$ cat src/rtl/dac_code_sequencer.sv
// dac_code_sequencer
//   Drives the D3..D0 code of the R-2R DAC macro. Plays user-written samples
//   from a small FIFO or generates sawtooth/triangle ramps, one new registered
//   code per sample tick. The sample rate is clk / (rate_div + 1).
//
// Ports
//   clk           system clock
//   rst           asynchronous, active-high reset
//   run           1 = sequencer advancing, 0 = frozen (divider held at 0)
//   mode          00 FIFO play, 01 sawtooth, 10 triangle, 11 hold
//   rate_div      sample period minus 1, in clk cycles
//   wr_valid      sample write request
//   wr_data       sample to push
//   wr_ready      FIFO not full; a push happens on wr_valid && wr_ready
//   clr_underrun  clears the sticky underrun flag (and the event counter)
//   dac_code      code to the DAC (registered)
//   sample_stb    one-cycle pulse in the cycle a new dac_code appears
//   fifo_level    entries currently held (0..DEPTH)
//   underrun      sticky: a FIFO-mode tick found the FIFO empty
//   underrun_cnt  saturating count of underrun events (only when
//                 DAC_SEQ_UNDERRUN_CNT_EN is defined)
//
// Build option
//   DAC_SEQ_UNDERRUN_CNT_EN  adds the underrun_cnt output and its counter.
//
// Triangle direction state
//   state     | meaning
//   DIR_UP    | next triangle tick increments (forced here outside triangle mode)
//   DIR_DOWN  | next triangle tick decrements

module dac_code_sequencer #(
   parameter int CODE_W = 4,
   parameter int DEPTH  = 8,
   parameter int DIV_W  = 8
) (
   input  logic                     clk,
   input  logic                     rst,
   input  logic                     run,
   input  logic [1:0]               mode,
   input  logic [DIV_W-1:0]         rate_div,
   input  logic                     wr_valid,
   input  logic [CODE_W-1:0]        wr_data,
   output logic                     wr_ready,
   input  logic                     clr_underrun,
   output logic [CODE_W-1:0]        dac_code,
   output logic                     sample_stb,
   output logic [$clog2(DEPTH):0]   fifo_level,
   output logic                     underrun
`ifdef DAC_SEQ_UNDERRUN_CNT_EN
   ,
   output logic [7:0]               underrun_cnt
`endif
);

   localparam int AW = $clog2(DEPTH);
   localparam int LW = AW + 1;
   localparam logic [CODE_W-1:0] CODE_MAX = '1;

   typedef enum logic [1:0] {
      MODE_FIFO = 2'b00,
      MODE_SAW  = 2'b01,
      MODE_TRI  = 2'b10,
      MODE_HOLD = 2'b11
   } mode_e;

   typedef enum logic {
      DIR_UP   = 1'b0,
      DIR_DOWN = 1'b1
   } dir_e;

   mode_e               mode_s;
   dir_e                dir;
   logic [DIV_W-1:0]    cnt;
   logic                tick;
   logic                fifo_empty;
   logic                push;
   logic                pop;
   logic                starve;
   logic [CODE_W-1:0]   mem [DEPTH];
   logic [AW-1:0]       wr_ptr;
   logic [AW-1:0]       rd_ptr;

   assign mode_s     = mode_e'(mode);
   // >= rather than == so lowering rate_div below cnt ticks at once instead of wrapping
   assign tick       = run && (cnt >= rate_div);
   assign fifo_empty = (fifo_level == '0);
   assign wr_ready   = (fifo_level != LW'(DEPTH));
   assign push       = wr_valid && wr_ready;
   // No bypass: a sample pushed in the same cycle as a tick on an empty FIFO
   // is not visible to that tick; it is played on the following one.
   assign pop        = tick && (mode_s == MODE_FIFO) && !fifo_empty;
   assign starve     = tick && (mode_s == MODE_FIFO) && fifo_empty;

   always_ff @(posedge clk or posedge rst) begin
      if (rst) begin
         cnt <= '0;
      end else if (!run || tick) begin
         cnt <= '0;
      end else begin
         cnt <= cnt + DIV_W'(1);
      end
   end

   always_ff @(posedge clk) begin
      if (push) begin
         mem[wr_ptr] <= wr_data;
      end
   end

   always_ff @(posedge clk or posedge rst) begin
      if (rst) begin
         wr_ptr     <= '0;
         rd_ptr     <= '0;
         fifo_level <= '0;
      end else begin
         if (push) wr_ptr <= wr_ptr + AW'(1);
         if (pop)  rd_ptr <= rd_ptr + AW'(1);
         if (push && !pop)      fifo_level <= fifo_level + LW'(1);
         else if (pop && !push) fifo_level <= fifo_level - LW'(1);
      end
   end

   always_ff @(posedge clk or posedge rst) begin
      if (rst) begin
         dac_code   <= '0;
         sample_stb <= 1'b0;
         dir        <= DIR_UP;
         underrun   <= 1'b0;
      end else begin
         sample_stb <= tick;
         if (mode_s != MODE_TRI) dir <= DIR_UP;

         if (tick) begin
            case (mode_s)
               MODE_FIFO: if (!fifo_empty) dac_code <= mem[rd_ptr];
               MODE_SAW:  dac_code <= dac_code + CODE_W'(1);
               MODE_TRI: begin
                  // Turn around without repeating the endpoint code.
                  if (dir == DIR_UP) begin
                     if (dac_code == CODE_MAX) begin
                        dac_code <= CODE_MAX - CODE_W'(1);
                        dir      <= DIR_DOWN;
                     end else begin
                        dac_code <= dac_code + CODE_W'(1);
                     end
                  end else begin
                     if (dac_code == '0) begin
                        dac_code <= CODE_W'(1);
                        dir      <= DIR_UP;
                     end else begin
                        dac_code <= dac_code - CODE_W'(1);
                     end
                  end
               end
               default: ;  // hold: code unchanged, strobe still pulses
            endcase
         end

         if (starve)            underrun <= 1'b1;
         else if (clr_underrun) underrun <= 1'b0;
      end
   end

`ifdef DAC_SEQ_UNDERRUN_CNT_EN
   always_ff @(posedge clk or posedge rst) begin
      if (rst) begin
         underrun_cnt <= '0;
      end else if (starve) begin
         if (clr_underrun)              underrun_cnt <= 8'd1;
         else if (underrun_cnt != 8'hFF) underrun_cnt <= underrun_cnt + 8'd1;
      end else if (clr_underrun) begin
         underrun_cnt <= '0;
      end
   end
`endif

endmodule

$ cat config.mk
export PLATFORM = sky130hd
export DESIGN_NAME = dac_code_sequencer
export DESIGN_NICKNAME = d
export VERILOG_FILES = /design/src/rtl/dac_code_sequencer.sv
export SDC_FILE = /design/constraint.sdc
export NUM_CORES = 1
export LEC_CHECK = 0
export ABC_AREA = 1
export CORE_AREA = 2 2 91 93
export CTS_CLUSTER_SIZE = 20
export DETAILED_ROUTE_END_ITERATION = 8
export DIE_AREA = 0 0 93 95
export HOLD_SLACK_MARGIN = 0.05
export SLEW_MARGIN = 20
export SYNTH_ARGS = -nofsm -noshare
export SYNTH_HDL_FRONTEND = slang
export SYNTH_SLANG_ARGS = --single-unit
$ cat constraint.sdc
create_clock -name clk -period 2.72 [get_ports clk]
set_clock_uncertainty 0.1 [all_clocks]
set_input_delay 0.408 -clock clk [delete_from_list [all_inputs] [get_ports clk]]
set_output_delay 0.408 -clock clk [all_outputs]
set_load 0.01 [all_outputs]
Word-level counts from Yosys, hierarchy flattened
Memory sizes are Yosys's and may differ from the RTL's. Cells that the tools add are included.

Output and inout port bits: 11. Memories: 1. Logic and storage cells: 60. Memory bits (writable): 32. Register bits after elaboration: 25.

Equal/unequal tests: 6. Multiplexer cells: 18. Add/sub/neg operators: 7. Magnitude comparators: 1. Reductions and logical operators: 19.

Memory list: mem (depth 8, bits a word 4, rd ports 1, clocked after Yosys merged registers in 0, write ports 1, RTL line 79) `logic [CODE_W-1:0] mem [DEPTH];`.

Operators by type and width (count): 4-bit 2-to-1 mux (6); 4-bit case mux with 3 select lines (1); 1-bit 2-to-1 mux (10); 4-bit by 1-bit adder with 4-bit output, second input constant (2); 8-bit by 1-bit adder with 8-bit output, second input constant (1); 8-bit greater-or-equal comparator (1); 4-bit zero test (2); 8-bit 2-to-1 mux (1); 4-bit by 1-bit subtractor with 4-bit output, second input constant (2); 1-bit logical AND (7); 3-bit by 1-bit adder with 3-bit output, second input constant (2); 4-bit == test, second input constant (1); 1-bit zero test (4); 2-bit inequality test, second input constant (2); 4-bit inequality test, second input constant (1); 2-bit nonzero test (2); 3-bit AND reduction (1); 3-bit nonzero test (1); 2-bit by 1-bit == test with 1-bit output, second input constant (1); 2-bit == test, second input constant (1); 2-bit zero test (1); 1-bit logical OR (1).

Depth between registers and ports, before layout
Gate-level depths: netlist of run 1.

Depth in word-level cells: 7. Mapped depth: 19. Gate-level depth less buffers: 19.

Worst setup path before layout of run 1
Ideal clock, no wire load.

Path type: input-to-reg. From: in rate_div[7]. To: reg fifo_level[3]. Stages on the path: 15. Path buffers: 0. Arrival time: 2.460 ns. Path slack: 0.029 ns. Required time: 2.489 ns. Path through: inv_1 -> ha_1 -> a21o_1 -> nor2_1 -> nand3_2 -> nand4_1 -> ha_1 -> inv_1 -> ha_1 -> a21o_1 -> a21oi_1 -> nand2_1 -> nand2_1 -> nor2_1 -> xor2_1.

Word-level cells in the longest chain between the ends: 7. Elaborated cells on any way between the ends: 9. Those cells by class: 1 x order compare; 1 x mux; 7 x reduce/logical.

RTL lines: start: declaration (RTL line 40) `input logic [DIV_W-1:0] rate_div,`; 8-bit greater-or-equal comparator (*) (RTL line 85) `assign tick = run && (cnt >= rate_div);`; 1-bit logical AND (*) (RTL line 85); 1-bit logical AND (*) (2 in series) (RTL line 91) `assign pop = tick && (mode_s == MODE_FIFO) && !fifo_empty;`; 1-bit zero test (RTL line 118) `if (push && !pop) fifo_level <= fifo_level + LW'(1);`; 1-bit logical AND (RTL line 118); 4-bit 2-to-1 mux or 2-bit nonzero test (tied branches); end signal: assignment (RTL line 118); end signal: assignment (RTL line 119) `else if (pop && !push) fifo_level <= fifo_level - LW'(1);`; end: declaration (RTL line 47) `output logic [$clog2(DEPTH):0] fifo_level,`.

Every way passes the cells marked *; elsewhere a longest branch is shown, timed or not. A chain may end at the register's enable or synchronous reset.

Final worst setup path of run 1
From: in rate_div[0]. To: reg fifo_level[3].

The elaborated chain is that of the path after synthesis.

==> flow_summary.toml, run 1 <==
[clocking]
clk_latency_ns = 0.34
clk_pin_slew_ns = 0.07
tritoncts = "built"
cts_buffers = 9
clockBufferDepth = 2
htreeDepth = 3
cts_root_buf = "clkbuf_8"
cts_sinks = 57

[critical_path]
critPathCaptureType = "register"
slowest_stage = "clkdlybuf4s50_1"
crit_top_cell = "nand2_1"
arrival_ns = 2.67
ff2ff_path_depth = 15
worst-path-max-fanout = 3
r2r_end = "fifo_level[3]"
critPathLaunchType = "input port"
critical_path.max_stage_delay_ns = 0.43
crit_chain = "clkdlybuf4s50_1 -> ha_1 -> inv_1 -> nand2_1 -> nand2_1 -> nand2_2 -> nand2_2 -> nand2_2 -> nand3_2 -> nand4_1 -> ha_2 -> inv_2 -> ha_4 -> a21o_1 -> a21oi_2 -> nand2_1 -> nand2_1 -> nor2_2 -> xor2_1"
required_ns = 2.83
r2r_slack_ns = 0.17
rr_startpoint = "cnt[5]"
criticalPathCategory = "in2reg"

[final_layout]
n_fill_cell = 735
most-common-layout-cells = "nand2_1, nor2_1, inv_1"
nNetsFinal = 441
antenna_cells = 0
final_common_cell = "nand2_1"
fin_area_um2 = 4050
layout-drive-gt1-share = 0.205
area_delta_synth_final_pct = 31.9

[routing]
wl_um = 6330
detail-route-antenna-nets = 0
routedWlPerCell_um = 12.4
avgViaCountPerCell = 4.66
drc = 0
drt-pass1-iter-count = 4
drtIter0Drc = 98
vias = 2376

[floorplan]
io_pins = 30
start_util = 0.387
dieWidth_um = 93
core_um2 = 7930
rows = 33
die_h_um = 95
die_area_um2 = 8840

[grt]
grt_max_degree = 26
gr-total-overflow = 0
grt_pass1_vias = 2237
grt.total_usage = 0.156
grt_pass1_wl_um = 10500
antenna_found_initial = 0

[yosys]
synthTopCellsByArea = "edfxtp_1, dfrtp_1, nand2_1, ha_1, inv_1"
yosys_warnings = 0
synth.net_count = 376
postSynthAreaPerCell_um2 = 9.16
synthDistinctLibCells = 33
ys_ff_latch = 57
netlist_area_um2 = 3070
syn_inst = 335
yosysSeqAreaShare = 0.517
synth.top_cell.area_share = 0.313
yosysTopAreaCell = "edfxtp_1"

[pwr]
power.density_nw_per_um2 = 690
max-vdd-ir-drop_v = 0.000462
leakage_nw = 1.87
p_total_mw = 2.79

[job]
timing.max_cap.violations = 0

[placed_design]
place_area_um2 = 3580
numPortBuffers = 29
gp_congestion = 0.849
dpl.hpwl_um = 4340

[run_status]
status = "finished, final reports clean"

[sta]
slew_headroom = 0.554
max_freq_ghz = 0.391
hold_viol = 0
setup_viol_count_final = 0
drv_slew = 0
fin_crit_sh = 0.941
fin_crit_ns = 2.56
worst_slew_pin_slew_ns = 0.669

[worst_hold_path]
hp-class = "in2async"
registers in the layout, indices dropped and copies added, names as in the netlist:
| name | flops |
|---|---|
| sample_stb | 1 |
| dir | 1 |
| mem | 32 |
| underrun | 1 |
| cnt | 8 |
| wr_ptr | 3 |
| fifo_level | 4 |
| rd_ptr | 3 |
| dac_code | 4 |
how the worst max path moves through the flow:
| stage | depth (start not counted) | slack, ns | end | startpoint |
|---|---|---|---|---|
| 6_report | 19 | 0.16 | fifo_level[3] | rate_div[0] |
| 4_1_cts | 17 | 0.01 | fifo_level[3] | rate_div[5] |
| 3_3_place_gp | 17 | -0.37 | fifo_level[3] | rate_div[7] |
| 3_5_place_dp | 17 | -0.45 | fifo_level[3] | rate_div[7] |
| 5_1_grt | 19 | -0.02 | fifo_level[3] | rate_div[0] |
| 2_1_floorplan | 15 | 0.03 | fifo_level[3] | rate_div[7] |
critical path: cells and delay by family:
family | cells | cell delay, ns
and+or+nand+nor | 10 | 0.65
adders and majority gates | 3 | 0.61
buffers and inverters | 3 | 0.57
AOI/OAI and AO/OA | 2 | 0.30
xor gates and xnor gates | 1 | 0.13
report_power, final:
| part | leakage [nW] | total [mW] | switching [mW] | internal (mW) |
|---|---|---|---|---|
| clock network | 0.0953 | 0.794 | 0.349 | 0.445 |
| registers | 0.621 | 1.17 | 0.111 | 1.06 |
| logic | 1.15 | 0.828 | 0.434 | 0.395 |
| total | 1.87 | 2.79 | 0.894 | 1.90 |
layout make-up:
| type | count | area, um2 | area share |
|---|---|---|---|
| clock buffers | 11 | 141 | 0.0349 |
| clock inverters | 5 | 55.1 | 0.0136 |
| inverters | 43 | 164 | 0.0405 |
| multi-input cells | 229 | 1430 | 0.353 |
| flip-flops and latches | 57 | 1590 | 0.392 |
| well taps | 105 | 131 | 0.0324 |
| repair buffers | 60 | 541 | 0.133 |
metrics by stage:
step | utilization | TNS (ns) | worst slack, ns | hold WS [ns] | std cells
after floorplan | - | 0 | 0.0294 | 0.335 | 335
after global placement | 0.451 | -0.792 | -0.372 | 0.388 | 480
after detailed placement | 0.451 | -0.910 | -0.447 | 0.415 | 480
after CTS | 0.494 | 0 | 0.0109 | 0.341 | 508
after global routing | 0.511 | -0.0160 | -0.0160 | 0.399 | 510
final | 0.511 | 0 | 0.160 | 0.327 | 510
cell usage after synthesis:
master and n:
nand2_2 1, nor3_4 1, a21o_1 2, ha_1 21
inv_2 1, nor2_2 2, buf_6 1, nand4_1 4
fa_1 1, nand3b_4 1, nor3_1 2, xor2_1 6
dfrtp_1 25, nor3b_1 3, a21oi_1 5, nand3_2 1
nand2_1 82, o211ai_1 2, buf_4 2, nor2_1 40
nand4_2 2, clkbuf_1 1, o22ai_1 1, inv_1 41
o21ai_1 1, inv_4 1, nand3_1 29, or2_1 1
buf_2 2, xnor2_1 3, edfxtp_1 32, or2_4 1
o21ai_0 17
per-layer routing:
metal,GRT usage,vias to the layer above,routed length [um]
met3,0.0351,7,265
met2,0.248,48,2930
met1,0.210,1100,3050
met4,0.0588,0,86
li1,-,1221,-
met5,0,-,0
timing repair:
action	in CTS	in global routing
hold buffers	0	0
pin swaps	9	21
endpoints found under the setup margin	1	6
gates resized for setup	11	27
buffers inserted	12	2
cells by family (layout without fill, tap and decap cells):
family | count (synthesis) | in the layout | share of synthesized area
AO/OA/AOI/OAI | 28 | 28 | 0.0493
XOR/XNOR | 9 | 9 | 0.0257
adder cells (fa/ha/maj) | 22 | 22 | 0.0921
buffers and inverters | 49 | 119 | 0.0664
flip-flops | 57 | 57 | 0.517
AND/OR/NAND/NOR | 170 | 170 | 0.249
No activity file was read; power rests on OpenSTA's default activity.
==> inputs of run 2 (changes only) <==
--- a/config.mk
+++ b/config.mk
@@ -6,11 +6,14 @@
 export NUM_CORES = 1
 export LEC_CHECK = 0
 export ABC_AREA = 1
+export CELL_PAD_IN_SITES_DETAIL_PLACEMENT = 0
+export CELL_PAD_IN_SITES_GLOBAL_PLACEMENT = 1
 export CORE_AREA = 2 2 91 93
 export CTS_CLUSTER_SIZE = 20
 export DETAILED_ROUTE_END_ITERATION = 8
 export DIE_AREA = 0 0 93 95
 export HOLD_SLACK_MARGIN = 0.05
+export PLACE_DENSITY_LB_ADDON = 0.1
 export SLEW_MARGIN = 20
 export SYNTH_ARGS = -nofsm -noshare
 export SYNTH_HDL_FRONTEND = slang
==> run 2 against run 1 <==
Against the previous run:
- sequential share of layout area increased by 0.32 points
- first-iteration DRC count decreased by 24%
- global-route usage increased by 0.17 points
- setup slack got worse by 0.018 ns
- cell area decreased by 0.74%
- critical endpoint unchanged
- critical path type is now reg2reg
==> flow_summary.toml, run 2 (synthesis results as in run 1) <==
[run_status]
status = "finished, final reports clean"

[placed_design]
gp_congestion = 0.789
dpl.hpwl_um = 4620
place_area_um2 = 3610
numPortBuffers = 29

[routing]
detail-route-antenna-nets = 0
drc = 0
routedWlPerCell_um = 12.8
wl_um = 6480
drtIter0Drc = 74
avgViaCountPerCell = 4.58
route.met3.wl_um = 240
met1Wirelength_um = 3120
drt-pass1-iter-count = 4
top_layer = "met4"
wl_met2_um = 3050
vias = 2322

[critical_path]
arrival_ns = 2.70
critPathLaunchType = "register"
critical_path.max_stage_delay_ns = 0.44
crit_buf_inv = 1
ff2ff_path_depth = 15
criticalPathCategory = "reg2reg"
r2r_end = "fifo_level[3]"
crit_family = "adder cells"
worst-path-max-fanout = 3
required_ns = 2.84
slowest_stage = "dfrtp_2"
crit_chain = "ha_4 -> nand2_4 -> nor2_4 -> nand4_4 -> nand3_2 -> nand4_1 -> ha_2 -> inv_2 -> ha_4 -> a21o_1 -> a21oi_2 -> nand2_1 -> nand2_1 -> nor2_1 -> xor2_1"
r2r_slack_ns = 0.14
critPathCaptureType = "register"
rr_startpoint = "cnt[6]"

[sta]
hold_viol = 0
fin_crit_ns = 2.58
slew_headroom = 0.734
worst_slew_pin_slew_ns = 0.398
fin_crit_sh = 0.948
max_freq_ghz = 0.388
drv_slew = 0
setup_viol_count_final = 0
tns_ns = 0

[pwr]
power.density_nw_per_um2 = 719
comb_power_share = 0.286
max-vdd-ir-drop_v = 0.000513
leakage_nw = 1.87
p_seq_frac = 0.404
switching_power_mw = 0.921
p_int_mw = 1.97
swShare = 0.319
clkPwrFrac = 0.310

[clocking]
tritoncts = "built"
cts_sinks = 57
clockBufferDepth = 2
clk_pin_slew_ns = 0.07
cts_buffers = 9
clk_latency_ns = 0.33
cts_root_buf = "clkbuf_8"
htreeDepth = 3

[final_layout]
antenna_cells = 0
largest_register = "mem"
layout-drive-gt1-share = 0.189
most-common-layout-cells = "nand2_1, nor2_1, inv_1"
area_delta_synth_final_pct = 30.9
final_common_cell = "nand2_1"
fin_area_um2 = 4020
largest_reg_flops = 32
nNetsFinal = 438
reg_top3 = "mem (32), cnt (8)"

[grt]
gr-total-overflow = 0
grt_max_degree = 26
antenna_found_initial = 0
grt_pass1_wl_um = 10600
grt.total_usage = 0.158
grt_pass1_vias = 2253

[floorplan]
dieWidth_um = 93
io_pins = 30
rows = 33
die_h_um = 95
die_area_um2 = 8840
start_util = 0.387
core_um2 = 7930

[job]
timing.max_cap.violations = 0

[worst_hold_path]
hp-class = "in2async"
run 2: worst register-to-register path: stages (launching register included):
cell,delay (ns)
dfrtp_2,0.44
ha_4,0.28
nand2_4,0.05
nor2_4,0.14
nand4_4,0.09
nand3_2,0.09
nand4_1,0.13
ha_2,0.22
inv_2,0.09
ha_4,0.21
a21o_1,0.18
a21oi_2,0.13
nand2_1,0.07
nand2_1,0.06
nor2_1,0.05
xor2_1,0.13
run 2: worst max-delay path by stage:
stage	cells after the start	end	startpoint	slack (ns)
floorplan	15	fifo_level[3]	rate_div[7]	0.03
global placement	17	fifo_level[3]	rate_div[5]	-0.37
detailed placement	17	fifo_level[3]	rate_div[7]	-0.48
CTS	17	fifo_level[3]	rate_div[7]	0.003
global route	19	fifo_level[3]	cnt[0]	-0.03
finish	15	fifo_level[3]	cnt[6]	0.14
run 2: final cells by class:
| type | instances | area [um2] |
|---|---|---|
| clock inverter | 7 | 103 |
| tap | 105 | 131 |
| timing repair buffer | 57 | 518 |
| inverter | 43 | 164 |
| fill | 765 | 3910 |
| sequential | 57 | 1590 |
| multi-input combinational | 229 | 1390 |
| clock buffer | 9 | 124 |
run 2: what timing repair did:
action                                  in CTS  in global routing
gates resized for setup                      7                 25
buffers inserted                             1                  6
endpoints found under the setup margin       1                  2
hold buffers                                 0                  0
pin swaps                                    8                 17
run 2: per-stage QoR:
step	cells	hold slack, ns	util	setup slack, ns	power [mW]
floorplan	335	0.335	-	0.0294	1.65
global placement	484	0.382	0.455	-0.367	1.97
detailed placement	484	0.386	0.455	-0.477	1.97
CTS	501	0.322	0.488	0.00266	2.90
global route	507	0.388	0.507	-0.0279	3.10
finish	507	0.324	0.507	0.142	2.89
run 2: power groups by stage:
stage               clock, mW  sequential (mW)  combinational, mW
finish                  0.895             1.17              0.827
floorplan                   0             1.19              0.465
global route            0.967             1.19              0.943
CTS                     0.921             1.17              0.807
global placement            0             1.18              0.780
detailed placement          0             1.19              0.787
run 2: layer usage:
metal  vias to the layer above  track usage
li1                       1223            -
met1                      1065        0.205
met5                         -            0
met4                         0       0.0404
met2                        26        0.260
met3                         8       0.0479
